===== src/rtl/data_mem_pkg.sv =====
`default_nettype none
// ============================================================================
// Module   : data_mem_pkg
// Brief    : Shared types and widths for the data-side memory port.
// Revision : 1.0 - initial release
// ============================================================================
package data_mem_pkg;

    localparam int c_addr_w = 16;
    localparam int c_data_w = 32;
    localparam int c_depth  = 4;

    typedef enum logic [1:0] {
        IDLE  = 2'd0,
        WRITE = 2'd1,
        READ  = 2'd2,
        RESP  = 2'd3
    } dmp_state_t;

    typedef struct packed {
        logic [c_addr_w-1:0] addr;
        logic [c_data_w-1:0] data;
    } wb_entry_t;

endpackage
`default_nettype wire


===== src/rtl/store_fifo.sv =====
`default_nettype none
// ============================================================================
// Module   : store_fifo
// Brief    : Circular store buffer; DATA_MEM_FORWARD_EN adds a youngest-match
//            address search port.
// Revision : 1.0 - initial release
// ============================================================================
module store_fifo
    import data_mem_pkg::*;
#(
    parameter int DEPTH = c_depth
) (
    input  logic                   clk,
    input  logic                   reset,
    input  logic                   i_push,
    input  wb_entry_t              i_push_entry,
    input  logic                   i_pop,
    output wb_entry_t              o_head,
    output logic [$clog2(DEPTH):0] o_count,
    output logic                   o_full,
    output logic                   o_empty
`ifdef DATA_MEM_FORWARD_EN
    ,
    input  logic [c_addr_w-1:0]    i_lookup_addr,
    output logic                   o_hit,
    output logic [c_data_w-1:0]    o_hit_data
`endif
);

    localparam int c_ptr_w = $clog2(DEPTH);
    localparam int c_cnt_w = c_ptr_w + 1;

    wb_entry_t            r_mem [DEPTH];
    logic [c_ptr_w-1:0]   r_wr_ptr;
    logic [c_ptr_w-1:0]   r_rd_ptr;
    logic [c_cnt_w-1:0]   r_count;

    always_ff @(posedge clk or posedge reset) begin
        if (reset) begin
            r_wr_ptr <= '0;
            r_rd_ptr <= '0;
            r_count  <= '0;
        end else begin
            if (i_push) r_wr_ptr <= r_wr_ptr + c_ptr_w'(1);
            if (i_pop)  r_rd_ptr <= r_rd_ptr + c_ptr_w'(1);
            case ({i_push, i_pop})
                2'b10:   r_count <= r_count + c_cnt_w'(1);
                2'b01:   r_count <= r_count - c_cnt_w'(1);
                default: r_count <= r_count;
            endcase
        end
    end

    always_ff @(posedge clk) begin
        if (i_push) r_mem[r_wr_ptr] <= i_push_entry;
    end

    assign o_head  = r_mem[r_rd_ptr];
    assign o_count = r_count;
    assign o_full  = (r_count == c_cnt_w'(DEPTH));
    assign o_empty = (r_count == '0);

`ifdef DATA_MEM_FORWARD_EN
    logic [c_ptr_w-1:0] w_idx;

    // Walk oldest to youngest so the last live match wins.
    always_comb begin
        o_hit      = 1'b0;
        o_hit_data = '0;
        w_idx      = r_rd_ptr;
        for (int i = 0; i < DEPTH; i++) begin
            w_idx = r_rd_ptr + c_ptr_w'(i);
            if ((c_cnt_w'(i) < r_count) && (r_mem[w_idx].addr == i_lookup_addr)) begin
                o_hit      = 1'b1;
                o_hit_data = r_mem[w_idx].data;
            end
        end
    end
`endif

endmodule
`default_nettype wire


===== src/rtl/data_mem_port.sv =====
`default_nettype none
// ============================================================================
// Module   : data_mem_port
// Brief    : Datapath-to-memory port with buffered stores and a req/ack bus.
//            DATA_MEM_FORWARD_EN enables store-to-load forwarding.
// Revision : 1.0 - initial release
// ============================================================================
module data_mem_port
    import data_mem_pkg::*;
#(
    parameter int DEPTH  = c_depth,
    parameter int ADDR_W = c_addr_w,
    parameter int DATA_W = c_data_w
) (
    input  logic              clk,
    input  logic              reset,
    input  logic              MemRead,
    input  logic              MemWrite,
    input  logic [ADDR_W-1:0] Addr,
    input  logic [DATA_W-1:0] WriteData,
    output logic [DATA_W-1:0] ReadData,
    output logic              Stall,
    output logic              MemReq,
    output logic              MemWe,
    output logic [ADDR_W-1:0] MemAddr,
    output logic [DATA_W-1:0] MemWData,
    input  logic              MemAck,
    input  logic [DATA_W-1:0] MemRData,
    output logic              BufEmpty
);

    localparam int c_cnt_w = $clog2(DEPTH) + 1;

    dmp_state_t          r_state;
    dmp_state_t          w_next;
    logic [DATA_W-1:0]   r_rdata;
    wb_entry_t           w_push_entry;
    wb_entry_t           w_head;
    logic [c_cnt_w-1:0]  w_count;
    logic                w_full;
    logic                w_empty;
    logic                w_load;
    logic                w_push;
    logic                w_pop;
    logic                w_miss;
    logic                w_more;
    logic                w_rd_from_idle;
    logic                w_rd_after_write;

    // A simultaneous load and store is served as the store alone.
    assign w_load       = MemRead & ~MemWrite;
    assign w_push       = MemWrite & ~w_full;
    assign w_pop        = (r_state == WRITE) & MemAck;
    assign w_more       = (w_count != c_cnt_w'(1)) | w_push;
    assign w_push_entry = '{addr: Addr, data: WriteData};

`ifdef DATA_MEM_FORWARD_EN
    logic              w_hit;
    logic [DATA_W-1:0] w_hit_data;

    store_fifo #(.DEPTH(DEPTH)) u_fifo (
        .clk           (clk),
        .reset         (reset),
        .i_push        (w_push),
        .i_push_entry  (w_push_entry),
        .i_pop         (w_pop),
        .o_head        (w_head),
        .o_count       (w_count),
        .o_full        (w_full),
        .o_empty       (w_empty),
        .i_lookup_addr (Addr),
        .o_hit         (w_hit),
        .o_hit_data    (w_hit_data)
    );

    // Misses go straight to the bus; queued stores cannot alias them.
    assign w_miss           = w_load & ~w_hit;
    assign w_rd_from_idle   = w_miss;
    assign w_rd_after_write = w_miss;
    assign ReadData         = (r_state == RESP) ? r_rdata : w_hit_data;
`else
    store_fifo #(.DEPTH(DEPTH)) u_fifo (
        .clk          (clk),
        .reset        (reset),
        .i_push       (w_push),
        .i_push_entry (w_push_entry),
        .i_pop        (w_pop),
        .o_head       (w_head),
        .o_count      (w_count),
        .o_full       (w_full),
        .o_empty      (w_empty)
    );

    // Loads wait until every earlier store has reached memory.
    assign w_miss           = w_load;
    assign w_rd_from_idle   = w_load & w_empty;
    assign w_rd_after_write = w_load & (w_count == c_cnt_w'(1));
    assign ReadData         = r_rdata;
`endif

    always_ff @(posedge clk or posedge reset) begin
        if (reset) begin
            r_state <= IDLE;
            r_rdata <= '0;
        end else begin
            r_state <= w_next;
            if ((r_state == READ) && MemAck) r_rdata <= MemRData;
        end
    end

    always_comb begin
        w_next   = r_state;
        MemReq   = 1'b0;
        MemWe    = 1'b0;
        MemAddr  = '0;
        MemWData = '0;
        case (r_state)
            IDLE: begin
                if (w_rd_from_idle)          w_next = READ;
                else if (!w_empty || w_push) w_next = WRITE;
            end
            WRITE: begin
                MemReq   = 1'b1;
                MemWe    = 1'b1;
                MemAddr  = w_head.addr;
                MemWData = w_head.data;
                if (MemAck) begin
                    if (w_rd_after_write) w_next = READ;
                    else if (w_more)      w_next = WRITE;
                    else                  w_next = IDLE;
                end
            end
            READ: begin
                MemReq  = 1'b1;
                MemAddr = Addr;
                if (MemAck) w_next = RESP;
            end
            RESP: begin
                w_next = (!w_empty || w_push) ? WRITE : IDLE;
            end
            default: w_next = IDLE;
        endcase
    end

    assign Stall    = MemWrite ? w_full : (w_miss && (r_state != RESP));
    assign BufEmpty = w_empty & ((r_state == IDLE) | (r_state == RESP));

    assert property (@(posedge clk) disable iff (reset) !(MemRead && MemWrite));

endmodule
`default_nettype wire


===== config.mk =====
export PLATFORM = sky130hd
export DESIGN_NAME = data_mem_port
export DESIGN_NICKNAME = d
export VERILOG_FILES = /design/src/rtl/data_mem_pkg.sv /design/src/rtl/store_fifo.sv /design/src/rtl/data_mem_port.sv
export SDC_FILE = /design/constraint.sdc
export NUM_CORES = 1
export LEC_CHECK = 0
export CAP_MARGIN = 20
export CORE_MARGIN = 5
export CORE_UTILIZATION = 52
export DETAILED_ROUTE_END_ITERATION = 8
export PLACE_DENSITY = 0.79
export SETUP_SLACK_MARGIN = 0.15
export SLEW_MARGIN = 20
export SYNTH_ARGS = -nofsm -noshare
export SYNTH_HDL_FRONTEND = slang
export SYNTH_SLANG_ARGS = --single-unit

===== constraint.sdc =====
create_clock -name clk -period 3.25 [get_ports clk]
set_input_delay 0.65 -clock clk [delete_from_list [all_inputs] [get_ports clk]]
set_output_delay 0.65 -clock clk [all_outputs]
set_load 0.03 [all_outputs]

# Word-level counts from Yosys, hierarchy flattened
# Memory sizes are Yosys's and may differ from the RTL's.
# Cells that the tools add are included.
[classes]
bitwise = 10
n_eq_ne = 12
n_reduce_logical = 9
add_sub_neg = 4
muxes = 16
[op_table]
columns = ["cell", "count"]
rows = [
  ["32-bit 2-to-1 mux", 1],
  ["16-bit one-hot mux with 2 select lines", 1],
  ["2-bit 2-to-1 mux", 5],
  ["2-bit one-hot mux with 4 select lines", 1],
  ["1-bit 2-to-1 mux", 7],
  ["1-bit bitwise AND", 6],
  ["2-bit == test (second input constant)", 3],
  ["2-bit != test (second input constant)", 3],
  ["3-bit one-hot mux with 2 select lines", 1],
  ["2-bit by 1-bit adder with 2-bit output (second input constant)", 2],
  ["2-bit by 1-bit == test with 1-bit output (second input constant)", 2],
  ["3-bit by 1-bit adder with 3-bit output (second input constant)", 1],
  ["3-bit by 1-bit == test with 1-bit output (second input constant)", 1],
  ["3-bit == test (second input constant)", 1],
  ["3-bit zero test", 1],
  ["3-bit by 1-bit != test with 1-bit output (second input constant)", 1],
  ["3-bit != test (second input constant)", 1],
  ["3-bit AND reduction", 1],
  ["3-bit by 1-bit subtractor with 3-bit output (second input constant)", 1],
  ["1-bit logical AND", 2],
  ["2-bit zero test", 1],
  ["1-bit NOT", 2],
  ["1-bit OR", 2],
  ["2-bit nonzero test", 1],
  ["3 further kinds", 3],
]
[word_totals]
mem_count = 1
mem_bits_rw = 192
input_bits = 85
reg_bits = 41
[memory_table]
columns = ["memory", "depth", "width", "rd", "rd_clocked_by_memory_dff", "wr", "line", "rtl"]
rows = [
  ["u_fifo.r_mem", 4, 48, 1, 0, 1, "store_fifo.sv:33", "wb_entry_t r_mem [DEPTH];"],
]

# Logic depth before layout (Yosys ltp)
[depth]
word_depth = 8
mapped_depth = 8

# By module
# A second synthesis with hierarchy kept.
[unflattened]
cells_unflattened = 459
hier_area_um2 = 9330.2
[modules_own_cells]
columns = ["mod", "instances", "cells_each", "seq_area_each_um2", "area_per_inst_um2"]
rows = [
  ["store_fifo", 1, 288, 5940.7, 7384.6],
  ["data_mem_port", 1, 171, 850.8, 1945.6],
]

# Least setup slack after synthesis
# No wires, ideal clock.
[synth_path]
path_type = "input-to-reg"
startpoint = "input MemWrite"
endpoint = "memory u_fifo.r_mem[0][0] (netlist bit) (enable)"
cell_stages = 2
setup_ns = 0.410
setup_slack_ns = 0.578
required_ns = 2.840
arrival_time_ns = 2.262
path_buffers = 0
cell_sequence = "a21boi_1 > and2_1"
[synth_via]
elab_chain_len = 3
[synth_rtl]
columns = ["element", "line", "rtl"]
rows = [
  ["start: declaration", "data_mem_port.sv:18", "input logic MemWrite,"],
  ["1-bit bitwise AND", "data_mem_port.sv:52", "assign w_push = MemWrite & ~w_full;"],
  ["1-bit 2-to-1 mux", "store_fifo.sv:55", "if (i_push) r_mem[r_wr_ptr] <= i_push_entry;"],
  ["1-bit 2-to-1 mux (implied by the code)", "store_fifo.sv:55", ""],
  ["end: declaration", "store_fifo.sv:33", ""],
]
# No other way between the ends.

# Final worst setup path
[layout_path]
startpoint = "register u_fifo.r_rd_ptr[0]"
endpoint = "output MemAddr[11]"
[layout_via]
elab_chain_len = 2
[layout_rtl]
columns = ["element", "line", "rtl"]
rows = [
  ["start: declaration", "store_fifo.sv:35", "logic [c_ptr_w-1:0] r_rd_ptr;"],
  ["start signal: assignment", "store_fifo.sv:45", "if (i_pop) r_rd_ptr <= r_rd_ptr + c_ptr_w'(1);"],
  ["memory 4 x 48 bit", "n/a", ""],
  ["16-bit one-hot mux with 2 select lines", "data_mem_port.sv:117", "case (r_state)"],
  ["end: declaration", "data_mem_port.sv:25", "output logic [ADDR_W-1:0] MemAddr,"],
]
# No other way between the ends.

==> impl_metrics.csv <==
group,metric,value,unit
layout,n_antenna_cell,0,
floorplanning,ios,169,
floorplanning,start_util,53.2,%
route,drc_errors,0,
clocking,cts_setup_buffers,0,
synthesis,synth_edf_count,192,
sta,slew_viol_final,0,
placement,io_buffers,168,
setup_path,r2r_end,"u_fifo.r_mem[0][43]",
grt,antenna_found_initial,0,
synthesis,syn_area,9270,um^2
synthesis,ys_warn_count,0,
layout,final_util,68.8,%
sta,rsz0062_at_grt,"true",
sta,timing.slew.headroom,70.7,%
setup_path,crit_path_end_kind,"primary output",
synthesis,syn-num-nets,557,
setup_path,critPathMaxFanout,13,
floorplanning,die_y,144,um
synthesis,synthCells,458,
sta,finalSetupTns,0,ps
setup_path,cp_top_family,"buffers and inverters",
floorplanning,die_w,144,um
setup_path,worstPathRequired,2600,ps
sta,tightest_slew,428,ps
floorplanning,die_area,20600,um^2
worst_hold_path,hp-class,"input port to asynchronous set/reset pin",
floorplanning,core,17400,um^2
synthesis,ys_seq_elements,233,
power_and_ir_drop,irDropWorstVdd,0.643,mV
clocking,clock_path_buffers,3,
floorplanning,num_rows,48,
placement,hpwl,12700,um
layout,area_growth,29.3,%
sta,fin_ws,203,ps
setup_path,r2r_slack,1100,ps
sta,worst_clock_skew,11.5,ps
synthesis,yosys.cell_types.count,33,
route,vias_per_cell,5.55,
setup_path,r2r_cells,6,
setup_path,worst-path-buf-inv,2,
setup_path,slowest_delay,540,ps
setup_path,cp_slowest_cell,"mux4_2",
route,initialDrtViolationCount,362,
route,vias,4919,
clocking,cts_max_level,1,
run,drv_cap,0,
layout,n_fill_cell,1148,
synthesis,synthFlopType,"edfxtp_1",
synthesis,syn_avg_cell_area,20.2,um^2
power_and_ir_drop,p_per_area,987,nW/um^2
clocking,clk_pin_slew_worst_paths,60,ps
layout,layout-drive-gt1-share,20.8,%
setup_path,reg2reg_from,"u_fifo.o_count[0]",
grt,grt_pass1_vias,5468,
grt,grt_pass1_wl,30100,um
setup_path,criticalPathCategory,"flip-flop to primary output",
placement,place_inst,847,
clocking,clockRootBuffer,"clkbuf_16",
route,finalWirelength,19700,um
grt,grt_max_degree,38,
synthesis,synth_async_sr_flop_share,17.6,%
route,ant_nets,0,
status,outcome,"complete, no violations",
grt,grt_overflow,0,
setup_path,worstPathArrival,2400,ps
layout,multi_input_area,2320,um^2
setup_path,crit_chain,"buf_6 -> mux4_2 -> a22oi_1 -> nor2b_1 -> dlygate4sd2_1",
sta,final-setup-viol-count,0,
layout,seq_area,6800,um^2
clocking,cts_made_buffers,23,
synthesis,yosysSeqAreaShare,73.3,%
sta,layout_min_cycle_time,3050,ps
clocking,insertion_delay,500,ps
layout,finish.cell_count_without_fillers,887,
layout,final_common_cell,"edfxtp_1",
setup_path,startpoint_type,"flip-flop",
placement,gp_congestion,0.753,
sta,fmax,0.328,GHz
clocking,cts_hold_buf,0,
sta,hold_viol,0,
layout,nets,747,
route,wire_per_inst,22.2,um
layout,final_cell_mix,"192 x edfxtp_1, 119 x clkdlybuf4s50_1, 46 x dlygate4sd2_1, 45 x mux4_2, 39 x dfrtp_1",
sta,fin_crit_sh,93.8,%
power_and_ir_drop,p_leak,0.00438,uW
clocking,clock_sinks,233,
clocking,tritoncts,"done",
placement,post-place-ws,260,ps
grt,track_usage,19.0,%
route,firstDrtPassIters,4,
==> how the worst max path moves through the flow <==
| stage | start | endpoint | slack (ps) | cells after the start |
|---|---|---|---|---|
| floorplan | MemWrite | u_fifo.r_mem[0][0] | 580 | 2 |
| global placement | r_state[0] | MemAddr[11] | 320 | 6 |
| detailed placement | r_state[0] | MemAddr[11] | 260 | 6 |
| CTS | u_fifo.r_rd_ptr[0] | MemAddr[2] | 10 | 5 |
| global route | u_fifo.r_rd_ptr[0] | MemAddr[11] | 100 | 5 |
| finish | u_fifo.r_rd_ptr[0] | MemAddr[11] | 200 | 5 |
==> routing by layer <==
layer | track usage, % | up-vias | routed length [um]
met5 | 0 | - | 0
met4 | 3.96 | 0 | 323
met3 | 4.13 | 24 | 1250
met2 | 33.5 | 164 | 10300
met1 | 24.5 | 2557 | 7810
li1 | - | 2174 | -
==> Yosys cell counts, types with 4 or more instances <==
cell type | number | area (um^2)
a22oi_1 | 16 | 120
inv_1 | 10 | 37.5
buf_2 | 6 | 30.0
dfrtp_1 | 41 | 1030
mux4_2 | 45 | 1010
buf_12 | 4 | 80.1
clkbuf_1 | 8 | 30.0
edfxtp_1 | 192 | 5770
mux2_2 | 32 | 360
ha_1 | 14 | 175
nor2b_1 | 16 | 100
nand2_1 | 5 | 18.8
and2_1 | 37 | 231
nor2_1 | 5 | 18.8
xnor2_1 | 4 | 35.0
==> state kept, by name, indices dropped and copies added (netlist names) <==
signal	count
r_state	2
u_fifo.r_wr_ptr	2
u_fifo.o_count	3
u_fifo.r_mem	192
u_fifo.r_rd_ptr	2
ReadData	32
==> area by class of cell <==
| type | instances | share of cell area, % |
|---|---|---|
| Tap cell | 225 | 2.35 |
| Inverter | 10 | 0.313 |
| Sequential cell | 233 | 56.7 |
| Clock inverter | 6 | 0.480 |
| Clock buffer | 33 | 5.36 |
| Timing Repair Buffer | 187 | 15.5 |
| Multi-Input combinational cell | 193 | 19.3 |
==> per-stage QoR <==
stage	area, um^2	power, uW	hold WS, ps
2_1_floorplan	9270	7630	478
3_3_place_gp	11300	9480	486
3_5_place_dp	11300	9620	493
4_1_cts	12000	11900	444
5_1_grt	12000	12400	462
6_report	12000	11800	446
==> worst register-to-register path, delay by kind of cell (launching register included) <==
kind            cells  cell delay, ps
buf+inv             3             590
flops               1             420
simple gates        1             410
fa+ha+maj           1             240
compound gates      1             180
==> power breakdown <==
group	leakage (uW)	total [uW]	internal [uW]	switching [uW]
logic	0.00179	5070	2200	2870
clock network	0.000345	2460	1450	1020
registers	0.00225	4300	4030	275
==> cell families after synthesis <==
| logic type | count (synthesis) | synth area share [%] |
|---|---|---|
| buffers and inverters | 32 | 2.20 |
| flip-flops | 233 | 73.3 |
| multiplexers | 81 | 15.8 |
| AO/OA/AOI/OAI | 27 | 2.13 |
| AND/OR/NAND/NOR | 65 | 4.16 |
| adder cells (fa/ha/maj) | 14 | 1.89 |
| XOR/XNOR | 6 | 0.567 |
==> what timing repair did <==
item,4_1_cts,5_1_grt
gates resized for setup,56,4
cloned,0,1
endpoints found under the setup margin,51,13
Note: power is estimated with default switching activity, not from simulation.
